**src/rtl/i2c_target_pkg.sv**
```systemverilog
// Shared types and bus-level constants for the I2C register target.
package i2c_target_pkg;

  typedef enum logic [3:0] {
    ST_IDLE,
    ST_ADDR,
    ST_ACK_ADDR,
    ST_PTR,
    ST_ACK_PTR,
    ST_WDATA,
    ST_ACK_WDATA,
    ST_RDATA,
    ST_ACK_RDATA,
    ST_IGNORE
  } state_t;

  localparam logic I2C_RW_WRITE = 1'b0;
  localparam logic I2C_RW_READ  = 1'b1;
  localparam logic ACK          = 1'b0;

endpackage

```
**src/rtl/i2c_in_filter.sv**
```systemverilog
// Pin conditioner: 2-flop synchroniser plus FILT_LEN-sample glitch filter, with edge pulses.
// Level and rise/fall pulses update together, FILT_LEN+2 clocks after a clean pin change; no backpressure.
module i2c_in_filter #(
  parameter int FILT_LEN = 3
) (
  input  logic clk_USB,
  input  logic rst,
  input  logic pin_i,
  output logic lvl_o,
  output logic rise_o,
  output logic fall_o
);

  localparam int CW = (FILT_LEN > 1) ? $clog2(FILT_LEN) : 1;

  logic [1:0]    sync_q;
  logic [CW-1:0] cnt_q, cnt_d;
  logic          lvl_q, lvl_d;
  logic          rise_q, rise_d;
  logic          fall_q, fall_d;

  // The counter only runs while the synchronised pin disagrees with the accepted level.
  always_comb begin
    cnt_d  = '0;
    lvl_d  = lvl_q;
    rise_d = 1'b0;
    fall_d = 1'b0;
    if (sync_q[1] != lvl_q) begin
      if (cnt_q == CW'(FILT_LEN - 1)) begin
        lvl_d  = sync_q[1];
        rise_d = sync_q[1];
        fall_d = ~sync_q[1];
      end else begin
        cnt_d = cnt_q + 1'b1;
      end
    end
  end

  always_ff @(posedge clk_USB or posedge rst) begin
    if (rst) begin
      sync_q <= 2'b11;
      cnt_q  <= '0;
      lvl_q  <= 1'b1;
      rise_q <= 1'b0;
      fall_q <= 1'b0;
    end else begin
      sync_q <= {sync_q[0], pin_i};
      cnt_q  <= cnt_d;
      lvl_q  <= lvl_d;
      rise_q <= rise_d;
      fall_q <= fall_d;
    end
  end

  assign lvl_o  = lvl_q;
  assign rise_o = rise_q;
  assign fall_o = fall_q;

endmodule

```
**src/rtl/i2c_reg_target.sv**
```systemverilog
// I2C target loading byte registers; `I2C_TARGET_READ_EN adds register read-back.
// Write strobe one clk after the filtered 8th SCL rise; never stretches SCL, SDA is open-drain only.
module i2c_reg_target
  import i2c_target_pkg::*;
#(
  parameter logic [6:0] DEV_ADDR = 7'h52,
  parameter int         NREGS    = 4,
  parameter int         FILT_LEN = 3
) (
  input  logic       clk_USB,
  input  logic       rst,
  input  logic       scl_i,
  input  logic       sda_i,
  output logic       sda_oe,
  output logic       reg_wr_en,
  output logic [7:0] reg_addr,
  output logic [7:0] reg_wdata,
  input  logic [7:0] reg_rdata,
  output logic       busy,
  output logic       stop_pulse
);

  localparam logic [7:0] NREGS_B = 8'(NREGS);
`ifdef I2C_TARGET_READ_EN
  localparam logic RD_EN = 1'b1;
`else
  localparam logic RD_EN = 1'b0;
`endif

  logic scl_lvl, scl_rise, scl_fall;
  logic sda_lvl, sda_rise, sda_fall;

  i2c_in_filter #(.FILT_LEN(FILT_LEN)) u_scl_filt (
    .clk_USB (clk_USB),
    .rst     (rst),
    .pin_i   (scl_i),
    .lvl_o   (scl_lvl),
    .rise_o  (scl_rise),
    .fall_o  (scl_fall)
  );

  i2c_in_filter #(.FILT_LEN(FILT_LEN)) u_sda_filt (
    .clk_USB (clk_USB),
    .rst     (rst),
    .pin_i   (sda_i),
    .lvl_o   (sda_lvl),
    .rise_o  (sda_rise),
    .fall_o  (sda_fall)
  );

  state_t     state_q, state_d;
  logic [2:0] bit_cnt_q, bit_cnt_d;
  logic [7:0] shift_q, shift_d;
  logic [7:0] addr_q, addr_d;
  logic [7:0] wdata_q, wdata_d;
  logic       wr_en_q, wr_en_d;
  logic       oe_q, oe_d;
  logic       busy_q, busy_d;
  logic       stop_q, stop_d;
  logic       armed_q, armed_d;
`ifdef I2C_TARGET_READ_EN
  logic       mack_q, mack_d;
`else
  logic       unused_rdata;
  assign unused_rdata = ^reg_rdata;
`endif

  logic       start_cond, stop_cond, rx_state, bit_fall, byte_end, addr_ack;
  logic [7:0] rx_byte;

  assign start_cond = sda_fall & scl_lvl;
  assign stop_cond  = sda_rise & scl_lvl;
  assign rx_state   = (state_q == ST_ADDR) || (state_q == ST_PTR) || (state_q == ST_WDATA);
  // The SCL fall that completes a START is not a data bit; armed_q skips it.
  assign bit_fall   = scl_fall & armed_q;
  assign byte_end   = bit_fall & (bit_cnt_q == 3'd7);
  assign rx_byte    = {shift_q[6:0], sda_lvl};
  assign addr_ack   = (shift_q[7:1] == DEV_ADDR) &&
                      ((shift_q[0] == I2C_RW_WRITE) || ((shift_q[0] == I2C_RW_READ) && RD_EN));

  always_comb begin
    state_d   = state_q;
    bit_cnt_d = bit_cnt_q;
    shift_d   = shift_q;
    addr_d    = addr_q;
    wdata_d   = wdata_q;
    wr_en_d   = 1'b0;
    oe_d      = oe_q;
    busy_d    = busy_q;
    stop_d    = 1'b0;
    armed_d   = armed_q | scl_rise;
`ifdef I2C_TARGET_READ_EN
    mack_d    = mack_q;
`endif

    if (stop_cond) begin
      state_d = ST_IDLE;
      oe_d    = 1'b0;
      busy_d  = 1'b0;
      stop_d  = 1'b1;
    end else if (start_cond) begin
      state_d   = ST_ADDR;
      bit_cnt_d = '0;
      oe_d      = 1'b0;
      busy_d    = 1'b1;
      armed_d   = 1'b0;
    end else begin
      if (rx_state && scl_rise) begin
        shift_d = rx_byte;
      end
      if (rx_state && bit_fall) begin
        bit_cnt_d = bit_cnt_q + 3'd1;
      end

      case (state_q)
        ST_ADDR: begin
          if (byte_end) begin
            if (addr_ack) begin
              oe_d    = ~ACK;
              state_d = ST_ACK_ADDR;
            end else begin
              state_d = ST_IGNORE;
              busy_d  = 1'b0;
            end
          end
        end
        ST_ACK_ADDR: begin
          if (scl_fall) begin
            bit_cnt_d = '0;
            oe_d      = 1'b0;
            state_d   = ST_PTR;
`ifdef I2C_TARGET_READ_EN
            if (shift_q[0] == I2C_RW_READ) begin
              shift_d = reg_rdata;
              oe_d    = ~reg_rdata[7];
              state_d = ST_RDATA;
            end
`endif
          end
        end
        ST_PTR: begin
          if (byte_end) begin
            if (shift_q < NREGS_B) begin
              addr_d  = shift_q;
              oe_d    = ~ACK;
              state_d = ST_ACK_PTR;
            end else begin
              state_d = ST_IGNORE;
            end
          end
        end
        ST_ACK_PTR: begin
          if (scl_fall) begin
            bit_cnt_d = '0;
            oe_d      = 1'b0;
            state_d   = ST_WDATA;
          end
        end
        ST_WDATA: begin
          if (scl_rise && (bit_cnt_q == 3'd7) && (addr_q < NREGS_B)) begin
            wr_en_d = 1'b1;
            wdata_d = rx_byte;
          end
          if (byte_end) begin
            if (addr_q < NREGS_B) begin
              oe_d    = ~ACK;
              state_d = ST_ACK_WDATA;
            end else begin
              state_d = ST_IGNORE;
            end
          end
        end
        ST_ACK_WDATA: begin
          if (scl_fall) begin
            bit_cnt_d = '0;
            oe_d      = 1'b0;
            addr_d    = addr_q + 8'd1;
            state_d   = ST_WDATA;
          end
        end
`ifdef I2C_TARGET_READ_EN
        ST_RDATA: begin
          if (scl_fall) begin
            bit_cnt_d = bit_cnt_q + 3'd1;
            if (bit_cnt_q == 3'd7) begin
              oe_d    = 1'b0;
              state_d = ST_ACK_RDATA;
            end else begin
              shift_d = {shift_q[6:0], 1'b0};
              oe_d    = ~shift_q[6];
            end
          end
        end
        ST_ACK_RDATA: begin
          // Pointer advances at the ACK sample so reg_rdata is already valid by the reload fall.
          if (scl_rise) begin
            mack_d = (sda_lvl == ACK);
            if (sda_lvl == ACK) begin
              addr_d = addr_q + 8'd1;
            end
          end
          if (scl_fall) begin
            bit_cnt_d = '0;
            if (mack_q) begin
              shift_d = reg_rdata;
              oe_d    = ~reg_rdata[7];
              state_d = ST_RDATA;
            end else begin
              oe_d    = 1'b0;
              state_d = ST_IGNORE;
            end
          end
        end
`endif
        ST_IDLE, ST_IGNORE: begin
          oe_d = 1'b0;
        end
        default: begin
          oe_d    = 1'b0;
          state_d = ST_IDLE;
        end
      endcase
    end
  end

  always_ff @(posedge clk_USB or posedge rst) begin
    if (rst) begin
      state_q   <= ST_IDLE;
      bit_cnt_q <= '0;
      shift_q   <= '0;
      addr_q    <= '0;
      wdata_q   <= '0;
      wr_en_q   <= 1'b0;
      oe_q      <= 1'b0;
      busy_q    <= 1'b0;
      stop_q    <= 1'b0;
      armed_q   <= 1'b0;
    end else begin
      state_q   <= state_d;
      bit_cnt_q <= bit_cnt_d;
      shift_q   <= shift_d;
      addr_q    <= addr_d;
      wdata_q   <= wdata_d;
      wr_en_q   <= wr_en_d;
      oe_q      <= oe_d;
      busy_q    <= busy_d;
      stop_q    <= stop_d;
      armed_q   <= armed_d;
    end
  end

`ifdef I2C_TARGET_READ_EN
  always_ff @(posedge clk_USB or posedge rst) begin
    if (rst) begin
      mack_q <= 1'b0;
    end else begin
      mack_q <= mack_d;
    end
  end
`endif

  assign sda_oe     = oe_q;
  assign reg_wr_en  = wr_en_q;
  assign reg_addr   = addr_q;
  assign reg_wdata  = wdata_q;
  assign busy       = busy_q;
  assign stop_pulse = stop_q;

endmodule

```
**config.mk**
```make
export PLATFORM = sky130hd
export DESIGN_NAME = i2c_reg_target
export DESIGN_NICKNAME = d
export VERILOG_FILES = /design/src/rtl/i2c_target_pkg.sv /design/src/rtl/i2c_in_filter.sv /design/src/rtl/i2c_reg_target.sv
export SDC_FILE = /design/constraint.sdc
export NUM_CORES = 1
export LEC_CHECK = 0
export BUFFER_PORTS_ARGS = -buffer_cell sky130_fd_sc_hd__buf_2
export CAP_MARGIN = 20
export CORE_MARGIN = 1
export CORE_UTILIZATION = 25
export CTS_BUF_LIST = sky130_fd_sc_hd__clkbuf_4 sky130_fd_sc_hd__clkbuf_8
export DETAILED_ROUTE_END_ITERATION = 8
export GPL_ROUTABILITY_DRIVEN = 1
export HOLD_SLACK_MARGIN = 0.15
export SYNTH_ARGS = -nofsm -noshare
export SYNTH_HDL_FRONTEND = slang
export SYNTH_SLANG_ARGS = --single-unit
```
**constraint.sdc**
```tcl
create_clock -name clk_USB -period 3.2 [get_ports clk_USB]
set_input_delay 0 -clock clk_USB [delete_from_list [all_inputs] [get_ports clk_USB]]
set_output_delay 0 -clock clk_USB [all_outputs]
set_load 0.005 [all_outputs]
```
==> flow_summary.json <==
{
  "antennaDiodeCount": 0,
  "avgSynthCellArea_um2": 11.0,
  "io_buffers": 23,
  "drv_cap": 0,
  "min_period_over_period_pct": 78.3,
  "hold_path.class": "in -> reg",
  "yosysTopAreaCell": "dfrtp_1",
  "fin_ws_ns": 0.694,
  "drc": 0,
  "cts.sink_count": 50,
  "fp-row-count": 35,
  "vias_per_cell": 4.62,
  "yosysWarningCount": 0,
  "crit_fanout": 10,
  "synth-seq-cells": 50,
  "clkPwrFrac_pct": 33.7,
  "cp-start-kind": "register",
  "synth_edf_count": 0,
  "dieArea_um2": 9890,
  "tightest_slew_ns": 0.511,
  "start_util_pct": 25.7,
  "grt_max_degree": 51,
  "grt_pass1_vias": 1679,
  "leakage_nw": 1.25,
  "num_io_pins": 32,
  "cts_tree": "yes",
  "final_common_cell": "dfrtp_1",
  "regArea_um2": 1260,
  "post_drt_wl_per_cell_um": 12.6,
  "powerDensity_nw_per_um2": 471,
  "cts_setup_buffers": 0,
  "reg2reg_slack_ns": 0.69,
  "place_hpwl_um": 3200,
  "antenna_found_initial": 0,
  "layout-drive-gt1-share_pct": 29.6,
  "fill_cells": 966,
  "worstSetupPathType": "reg -> reg",
  "chipHeight_um": 99.5,
  "final_cell_mix": "dfrtp_1, buf_2, mux2_2",
  "grt-ovfl-total": 0,
  "numCtsBuffers": 5,
  "synth_cell_type_count": 48,
  "drtIter0Drc": 114,
  "postRouteAntennaNets": 0,
  "syn_inst": 215,
  "crit_arrival_ns": 2.69,
  "hold_viol_final": 0,
  "area_delta_synth_final_pct": 17.5,
  "grt_pass1_wl_um": 7990,
  "gp_congestion": 0.755,
  "core_area_um2": 9240,
  "slew_viol_final": 0,
  "netSwitchingFraction_pct": 24.9,
  "ys_top_cells_by_area": "dfrtp_1, mux2_2, dfstp_2",
  "routed_wl_um": 4670,
  "rsz0062_at_grt": "no",
  "final_nets": 257,
  "netlist_area_um2": 2370,
  "grt_usage_pct": 10.1,
  "clk-insertion-delay-late_ns": 0.30,
  "clk_pin_slew_ns": 0.09,
  "status": "finished clean",
  "clockBufferDepth": 2,
  "synth_seq_area_share_pct": 53.0,
  "firstDrtPassIters": 4,
  "multi_input_area_um2": 1050,
  "comb_power_share_pct": 9.9,
  "synth_top_area_share_pct": 46.4,
  "ir_worst_vdd_mv": 0.247,
  "setup_viol": 0,
  "max_freq_mhz": 399,
  "ys.flop_type": "dfrtp_1",
  "internal_power_mw": 0.987,
  "chipWidth_um": 99.5,
  "end_kind": "register",
  "required_ns": 3.39,
  "fin_tns_setup_ns": 0,
  "ys_async_sr_fraction_pct": 100,
  "vias": 1720,
  "slew_headroom_pct": 65.9,
  "synth_nets": 230,
  "pwr-share-seq_pct": 56.4,
  "dpl_worst_slack_ns": 0.697,
  "cts_root_buf": "clkbuf_8",
  "post-route-min-period_ns": 2.51,
  "p_sw_mw": 0.328,
  "fin_skew_ns": 0.00686,
  "htreeDepth": 2
}
[logic make-up (layout without fill, tap and decap cells)]
| kind of cell | count (synthesis) | count (layout) | share of synthesized area, % |
|---|---|---|---|
| AO/OA/AOI/OAI | 54 | 54 | 15.0 |
| buffers and inverters | 15 | 43 | 3.00 |
| flip-flops | 50 | 50 | 53.0 |
| multiplexers | 22 | 22 | 10.3 |
| adder cells (fa/ha/maj) | 3 | 3 | 1.58 |
| AND/OR/NAND/NOR | 71 | 71 | 17.1 |
[final timing paths]
kind,endpoint,cells after the start,from
max in group asynchronous,u_scl_filt.lvl_o,5,rst
min,u_sda_filt.sync_q[0],2,sda_i
min reg2reg,u_sda_filt.sync_q[1],0,u_sda_filt.sync_q[0]
max reg2reg,reg_wdata[3],5,state_q[3]
max,reg_wdata[3],5,state_q[3]
min in group asynchronous,bit_cnt_q[0],4,rst
[power by group through the flow]
stage                     logic (mW)  clock network [mW]  registers, mW
after floorplan                0.101                   0          0.740
after global placement         0.122                   0          0.754
after detailed placement       0.125                   0          0.756
after CTS                      0.130               0.459          0.743
after global routing           0.147               0.477          0.752
final                          0.131               0.443          0.742
[cells in the mapped netlist (2+ instances only)]
library cell	count
nor4b_1	2
nand2_1	15
nand3_1	7
inv_1	6
and3_1	3
a21oi_1	15
and4_1	2
nand4_1	2
clkbuf_1	4
mux2i_1	3
a21oi_2	5
or3_1	2
nor3_1	3
nor4bb_1	2
nand2b_1	8
mux2_2	19
o31ai_1	2
dfstp_2	6
o21ai_0	13
a211oi_1	5
dfrtp_1	44
or4_1	4
ha_1	3
nor2_1	14
buf_2	3
[worst max-delay path: stages, from the launching register on]
cell and delay (ns):
dfrtp_1 0.51, nand2b_1 0.24, or3b_2 0.51, nor4_2 0.21
and4_1 0.53, mux2_2 0.39
[area by class of cell]
cell class	count	share of cell area (%)
Sequential cell	50	45.1
Multi-Input combinational cell	150	37.7
Inverter	6	0.807
Clock buffer	5	2.47
Tap cell	129	5.78
Timing Repair Buffer	29	6.55
Clock inverter	3	1.61
[registers in the layout, summed over array words and instances (netlist names), 2 cells and up]
register / flops
reg_addr: 8
bit_cnt_q: 3
u_sda_filt.sync_q: 2
u_scl_filt.sync_q: 2
u_scl_filt.cnt_q: 2
shift_q: 8
reg_wdata: 8
u_sda_filt.cnt_q: 2
state_q: 4
[metal layers]
metal	track usage [%]	up-vias	share of wire, %
li1	-	842	-
met1	13.3	845	48
met2	16.9	27	48
met3	1.90	6	2.7
met4	3.05	0	1.2
met5	0	-	0
[stage by stage]
step	util, %	hold slack, ns	cells	cell area [um2]	total power, mW
floorplan	-	0.00448	215	2370	0.841
global placement	28.3	0.105	359	2620	0.876
detailed placement	28.3	0.106	359	2620	0.882
CTS	29.9	0.323	370	2760	1.33
global route	30.2	0.323	372	2790	1.38
finish	30.2	0.338	372	2790	1.31
[repair_timing]
action,CTS,global route
endpoints found under the hold margin,46,6
hold buffers,3,1
gates resized for setup,0,0
Power figures use the tool's default switching activity.
